### config.mk
export PLATFORM = sky130hd
export DESIGN_NAME = pga_gain_sched
export DESIGN_NICKNAME = d
export VERILOG_FILES = /design/src/rtl/pga_gain_sched.sv
export SDC_FILE = /design/constraint.sdc
export NUM_CORES = 1
export LEC_CHECK = 0
export BUFFER_PORTS_ARGS = -buffer_cell sky130_fd_sc_hd__buf_2
export CORE_MARGIN = 2
export CORE_UTILIZATION = 35
export DETAILED_ROUTE_END_ITERATION = 10
export PLACE_DENSITY = 0.64
export SYNTH_ARGS = -nofsm -noshare
export SYNTH_HDL_FRONTEND = slang
export SYNTH_SLANG_ARGS = --single-unit
### constraint.sdc
create_clock -name clk -period 2.45 [get_ports clk]
set_input_delay 0.49 -clock clk [delete_from_list [all_inputs] [get_ports clk]]
set_output_delay 0.49 -clock clk [all_outputs]
set_load 0.005 [all_outputs]
### src/rtl/pga_gain_sched.sv
// PGA gain-code write scheduler: arbitrates host and AGC requests, clamps codes,
// and drives a level-based set/ready handshake with hold-off pacing and timeout.
module pga_gain_sched #(
    parameter int CODE_W      = 8,
    parameter int MIN_CODE    = 0,
    parameter int MAX_CODE    = 255,
    parameter int HOLDOFF_CYC = 1024,
    parameter int TIMEOUT_CYC = 4096,
    parameter int RESET_CODE  = 0
) (
    input  logic              clk,
    input  logic              rst_n,
    input  logic              host_req_i,
    input  logic [CODE_W-1:0] host_code_i,
    output logic              host_ack_o,
    input  logic              agc_req_i,
    input  logic [CODE_W-1:0] agc_code_i,
    output logic              agc_ack_o,
    input  logic              agc_lock_i,
    input  logic              pga_ready_i,
    output logic              pga_set_o,
    output logic [CODE_W-1:0] pga_code_o,
    output logic [CODE_W-1:0] cur_code_o,
    output logic              busy_o,
    output logic              err_o
);
    localparam int CNT_MAX  = (HOLDOFF_CYC > TIMEOUT_CYC) ? HOLDOFF_CYC : TIMEOUT_CYC;
    localparam int CNT_W    = $clog2(CNT_MAX) + 1;
    localparam int CODE_TOP = (1 << CODE_W) - 1;

    localparam logic [CODE_W-1:0] MIN_C     = CODE_W'(MIN_CODE);
    localparam logic [CODE_W-1:0] MAX_C     = CODE_W'(MAX_CODE);
    localparam logic [CODE_W-1:0] RST_C     = CODE_W'(RESET_CODE);
    localparam logic [CNT_W-1:0]  HOLD_LAST = CNT_W'(HOLDOFF_CYC - 1);
    localparam logic [CNT_W-1:0]  TMO_LAST  = CNT_W'(TIMEOUT_CYC - 1);

    typedef enum logic [2:0] {
        S_INIT,
        S_IDLE,
        S_ISSUE,
        S_WAIT_DONE,
        S_HOLDOFF
    } state_t;

    state_t            state_reg;
    logic [CNT_W-1:0]  cnt_reg;
    logic              rdy_seen_reg;
    logic              pga_set_reg;
    logic              busy_reg;
    logic              err_reg;
    logic [CODE_W-1:0] pga_code_reg;
    logic [CODE_W-1:0] cur_code_reg;

    // Index 0 is the host port, index 1 the AGC port.
    logic [CODE_W-1:0] req_code   [2];
    logic [CODE_W-1:0] clamp_code [2];

    assign req_code[0] = host_code_i;
    assign req_code[1] = agc_code_i;

    generate
        for (genvar gi = 0; gi < 2; gi++) begin : g_clamp
            logic below;
            logic above;
            if (MIN_CODE > 0) begin : g_lo
                assign below = req_code[gi] < MIN_C;
            end else begin : g_lo_none
                assign below = 1'b0;
            end
            if (MAX_CODE < CODE_TOP) begin : g_hi
                assign above = req_code[gi] > MAX_C;
            end else begin : g_hi_none
                assign above = 1'b0;
            end
            assign clamp_code[gi] = below ? MIN_C : (above ? MAX_C : req_code[gi]);
        end
    endgenerate

    logic              host_win;
    logic              agc_win;
    logic              win_write;
    logic [CODE_W-1:0] win_code;

    // Acks are combinational so the requester sees them in the cycle it is served.
    always_comb begin
        host_win  = (state_reg == S_IDLE) && host_req_i;
        agc_win   = (state_reg == S_IDLE) && agc_req_i && !host_req_i;
        win_code  = host_req_i ? clamp_code[0] : clamp_code[1];
        win_write = (host_win || (agc_win && !agc_lock_i)) && (win_code != cur_code_reg);
    end

    always_ff @(posedge clk or negedge rst_n) begin
        if (!rst_n) begin
            state_reg    <= S_INIT;
            cnt_reg      <= '0;
            rdy_seen_reg <= 1'b0;
            pga_set_reg  <= 1'b0;
            busy_reg     <= 1'b0;
            err_reg      <= 1'b0;
            pga_code_reg <= RST_C;
            cur_code_reg <= RST_C;
        end else begin
            case (state_reg)
                S_INIT: begin
                    state_reg    <= S_ISSUE;
                    pga_set_reg  <= 1'b1;
                    pga_code_reg <= RST_C;
                    busy_reg     <= 1'b1;
                    cnt_reg      <= '0;
                    rdy_seen_reg <= pga_ready_i;
                end
                S_IDLE: begin
                    if (win_write) begin
                        state_reg    <= S_ISSUE;
                        pga_set_reg  <= 1'b1;
                        pga_code_reg <= win_code;
                        busy_reg     <= 1'b1;
                        cnt_reg      <= '0;
                        rdy_seen_reg <= pga_ready_i;
                    end
                end
                S_ISSUE: begin
                    // A falling ready only counts once ready has been seen high,
                    // so a still-busy interface is not mistaken for an accept.
                    if (rdy_seen_reg && !pga_ready_i) begin
                        state_reg   <= S_WAIT_DONE;
                        pga_set_reg <= 1'b0;
                        cnt_reg     <= '0;
                    end else if (cnt_reg == TMO_LAST) begin
                        state_reg   <= S_HOLDOFF;
                        pga_set_reg <= 1'b0;
                        err_reg     <= 1'b1;
                        cnt_reg     <= '0;
                    end else begin
                        cnt_reg <= cnt_reg + CNT_W'(1);
                        if (pga_ready_i) begin
                            rdy_seen_reg <= 1'b1;
                        end
                    end
                end
                S_WAIT_DONE: begin
                    if (pga_ready_i) begin
                        state_reg    <= S_HOLDOFF;
                        cur_code_reg <= pga_code_reg;
                        cnt_reg      <= '0;
                    end else if (cnt_reg == TMO_LAST) begin
                        state_reg <= S_HOLDOFF;
                        err_reg   <= 1'b1;
                        cnt_reg   <= '0;
                    end else begin
                        cnt_reg <= cnt_reg + CNT_W'(1);
                    end
                end
                S_HOLDOFF: begin
                    if (cnt_reg == HOLD_LAST) begin
                        state_reg <= S_IDLE;
                        busy_reg  <= 1'b0;
                    end else begin
                        cnt_reg <= cnt_reg + CNT_W'(1);
                    end
                end
                default: begin
                    state_reg   <= S_INIT;
                    pga_set_reg <= 1'b0;
                end
            endcase
        end
    end

    assign host_ack_o = host_win;
    assign agc_ack_o  = agc_win;
    assign pga_set_o  = pga_set_reg;
    assign pga_code_o = pga_code_reg;
    assign cur_code_o = cur_code_reg;
    assign busy_o     = busy_reg;
    assign err_o      = err_reg;

endmodule

==> reports/metrics.cfg <==
[die]
core_sq_mm=0.00589
start_util=0.358
die_w_um=81.6
die_h_um=81.6
rows=28
die-area_sq_mm=0.00666
num_io_pins=43

[drt]
drc=0
drt_wl_total_mm=4.83
drt-pass1-iter-count=4
antenna_left=0
routed_via_density=5.36
wl_per_cell_um=14.3
drt_iter0_markers=91
num_vias=1811

[layout]
fillCellCount=588
stdcell_count=338
final_nets=285
area_growth_pct=21.8
stdcell_area_sq_mm=0.00257
largest_reg_flops=13
drive_gt1_frac=0.338
n_antenna_cell=0

[global_route]
grt_max_degree=37
antenna_found_initial=0
gr-total-overflow=0
grt_first_pass_wirelength_mm=7.66
groute.usage.overall=0.150
grt_pass1_vias=1618

[logic_synthesis]
yosysSeqAreaShare=0.427
synth_seq_cells=36
yosysUniqueCellTypes=44
synth_nets=230
synth_edf_count=0
syn_area_sq_mm=0.00211
netlist.area_leader.share=0.427
yosys_warnings=0
synth.largest_area_cell=dfrtp_1
postSynthCellCount=207
synth-async-reset-ratio=1.00
ys.flop_type=dfrtp_1
synthTopCellsByArea=dfrtp_1, mux2_2, a21o_1, nand3_1, a22o_1
synth_area_per_cell_sq_um=10.2

[sta]
finalSetupViolCount=0
slew_violations=0
worst_pin_slew_ns=0.822
min_period_over_period=0.930
slew_headroom=0.452
max_freq_mhz=439
skew_ns=0.00791
finalHoldViolCount=0
rsz0062_at_grt=false
fin_crit_ns=2.28

[flow_run]
drv_cap=0

[placed_design]
place_area_sq_mm=0.00248
gp_congestion=0.825
dp_hpwl_mm=3.51
io_buffers=42
dp.cells=330

[power_and_ir_drop]
power_density_mw_per_mm2=905
total_power_mw=2.32
p_seq_frac=0.400
p_leak_nw=1.29
pwr-share-clk=0.187
comb_power_share=0.413
vdd_ir_drop_max_mv=0.412
power_switching_uw=872
sw_frac_of_total=0.375
internal_power_mw=1.45

[clock_tree]
clock_latency_ns=0.29
root_buffer=clkbuf_8
postCtsSetupBuffers=0
cts_hold_buf=0
cts_resized=0
htreeDepth=2
numCtsBuffers=5
clk_pin_slew_worst_paths_ns=0.07
clock-sinks=36
cts_tree=done
clockBufferDepth=2

[worst_setup_path]
cp-start-kind=input pin
cpPeakStageDelay_ns=0.45
crit_required_ns=2.63
worst_r2r_path_depth=8
worst-endpoint-arrival_ns=2.45
slowest_stage=a21oi_2
crit_type=in2reg
r2r_slack_ns=0.27
end_kind=flip-flop
path_max_fanout=11
rr_startpoint=cnt_reg[0]
crit_path_start=host_req_i
cp-endpoint=pga_code_o[4]
rr_endpoint=cnt_reg[3]
path_cells=buf_2 > mux2i_1 > xnor2_1 > nor4_2 > a21oi_2 > buf_4 > mux2_4 > a22o_1

[outcome]
outcome=completed

[min_path]
hp-class=in2async

worst min-delay path by stage:
stage,from,end,depth (start not counted)
final,rst_n,cnt_reg[4],1
after global routing,rst_n,cnt_reg[4],1
after CTS,rst_n,cnt_reg[4],1
after detailed placement,err_o,err_o,1
after global placement,err_o,err_o,1
after floorplan,rst_n,busy_o,0
cell usage in the layout, fill, tap and decap left out, types with 2 or more instances in the layout:
| master | instances |
|---|---|
| nor4_2 | 2 |
| o31ai_1 | 7 |
| inv_1 | 5 |
| a31oi_1 | 2 |
| nor3b_1 | 3 |
| nor3_1 | 5 |
| dfrtp_1 | 36 |
| o2bb2ai_1 | 2 |
| xnor2_1 | 8 |
| nand4_1 | 4 |
| nand2_1 | 15 |
| o221ai_1 | 3 |
| and4_1 | 2 |
| mux2i_1 | 7 |
| a21oi_2 | 2 |
| mux2_2 | 13 |
| buf_4 | 16 |
| clkbuf_8 | 6 |
| o211a_1 | 2 |
| nand3_1 | 15 |
| a21o_1 | 11 |
| o21ai_0 | 5 |
| mux2_4 | 4 |
| clkbuf_1 | 2 |
| a21oi_1 | 3 |
| nor2_1 | 16 |
| buf_2 | 42 |
| a22o_1 | 8 |
kinds of logic (layout without fill, tap and decap cells):
group                      Yosys count  in the layout  synth area share
and+or+nand+nor                     70             70             0.172
AOI/OAI and AO/OA                   52             52             0.189
DFF                                 36             36             0.427
muxes                               25             25             0.138
buffers and inverters               15             71            0.0350
xor gates and xnor gates             8              8            0.0332
adders and majority gates            1              1           0.00593
critical path: cells and delay by family:
family | cells | cell delay, ns
buffers and inverters | 2 | 0.47
AO/OA/AOI/OAI | 2 | 0.63
AND/OR/NAND/NOR | 1 | 0.08
multiplexers | 2 | 0.62
XOR/XNOR | 1 | 0.17
stage by stage:
stage | setup TNS (ns) | worst slack [ns] | util | hold slack, ns
after floorplan | 0 | 0.325 | - | 0.194
after global placement | -0.408 | -0.111 | 0.421 | 0.453
after detailed placement | -0.662 | -0.158 | 0.421 | 0.465
after CTS | 0 | 0.148 | 0.436 | 0.321
after global routing | 0 | 0.0273 | 0.436 | 0.346
final | 0 | 0.172 | 0.436 | 0.295
per-layer routing:
| layer | wire length, um | up-vias | share of wire | GRT usage |
|---|---|---|---|---|
| met4 | 101 | 0 | 0.021 | 0.0667 |
| met3 | 162 | 7 | 0.034 | 0.0396 |
| li1 | - | 882 | - | - |
| met2 | 2310 | 31 | 0.48 | 0.234 |
| met5 | 0 | - | 0 | 0 |
| met1 | 2250 | 891 | 0.47 | 0.194 |
cell type report:
type                    count  area (sq um)  area share
multi-input cells         156          1130       0.442
flip-flops and latches     36           901       0.351
repair buffers             58           330       0.129
well taps                  75          93.8      0.0365
clock buffers               8          90.1      0.0351
inverters                   5          18.8     0.00731
cells in the mapped netlist, drive strengths merged (2+ instances only):
cell type	number
clkbuf	6
a21oi	5
xnor2	8
o2bb2ai	2
o21ai	5
nand4	4
nand2	15
inv	5
mux2i	8
o221ai	3
and4	2
nor2	16
dfrtp	36
buf	4
o211a	2
a21o	11
mux2	17
nor4	3
a22o	8
a31oi	2
nor3b	3
nor3	5
nand3	15
and3	2
o31ai	7
power groups by stage:
stage	clock, mW	sequential (mW)	combinational, mW
final	0.434	0.930	0.961
after global routing	0.476	0.958	1.07
after CTS	0.446	0.930	0.973
after detailed placement	0	0.942	0.967
after global placement	0	0.936	0.951
after floorplan	0	0.890	0.666
Power figures use the tool's default switching activity.
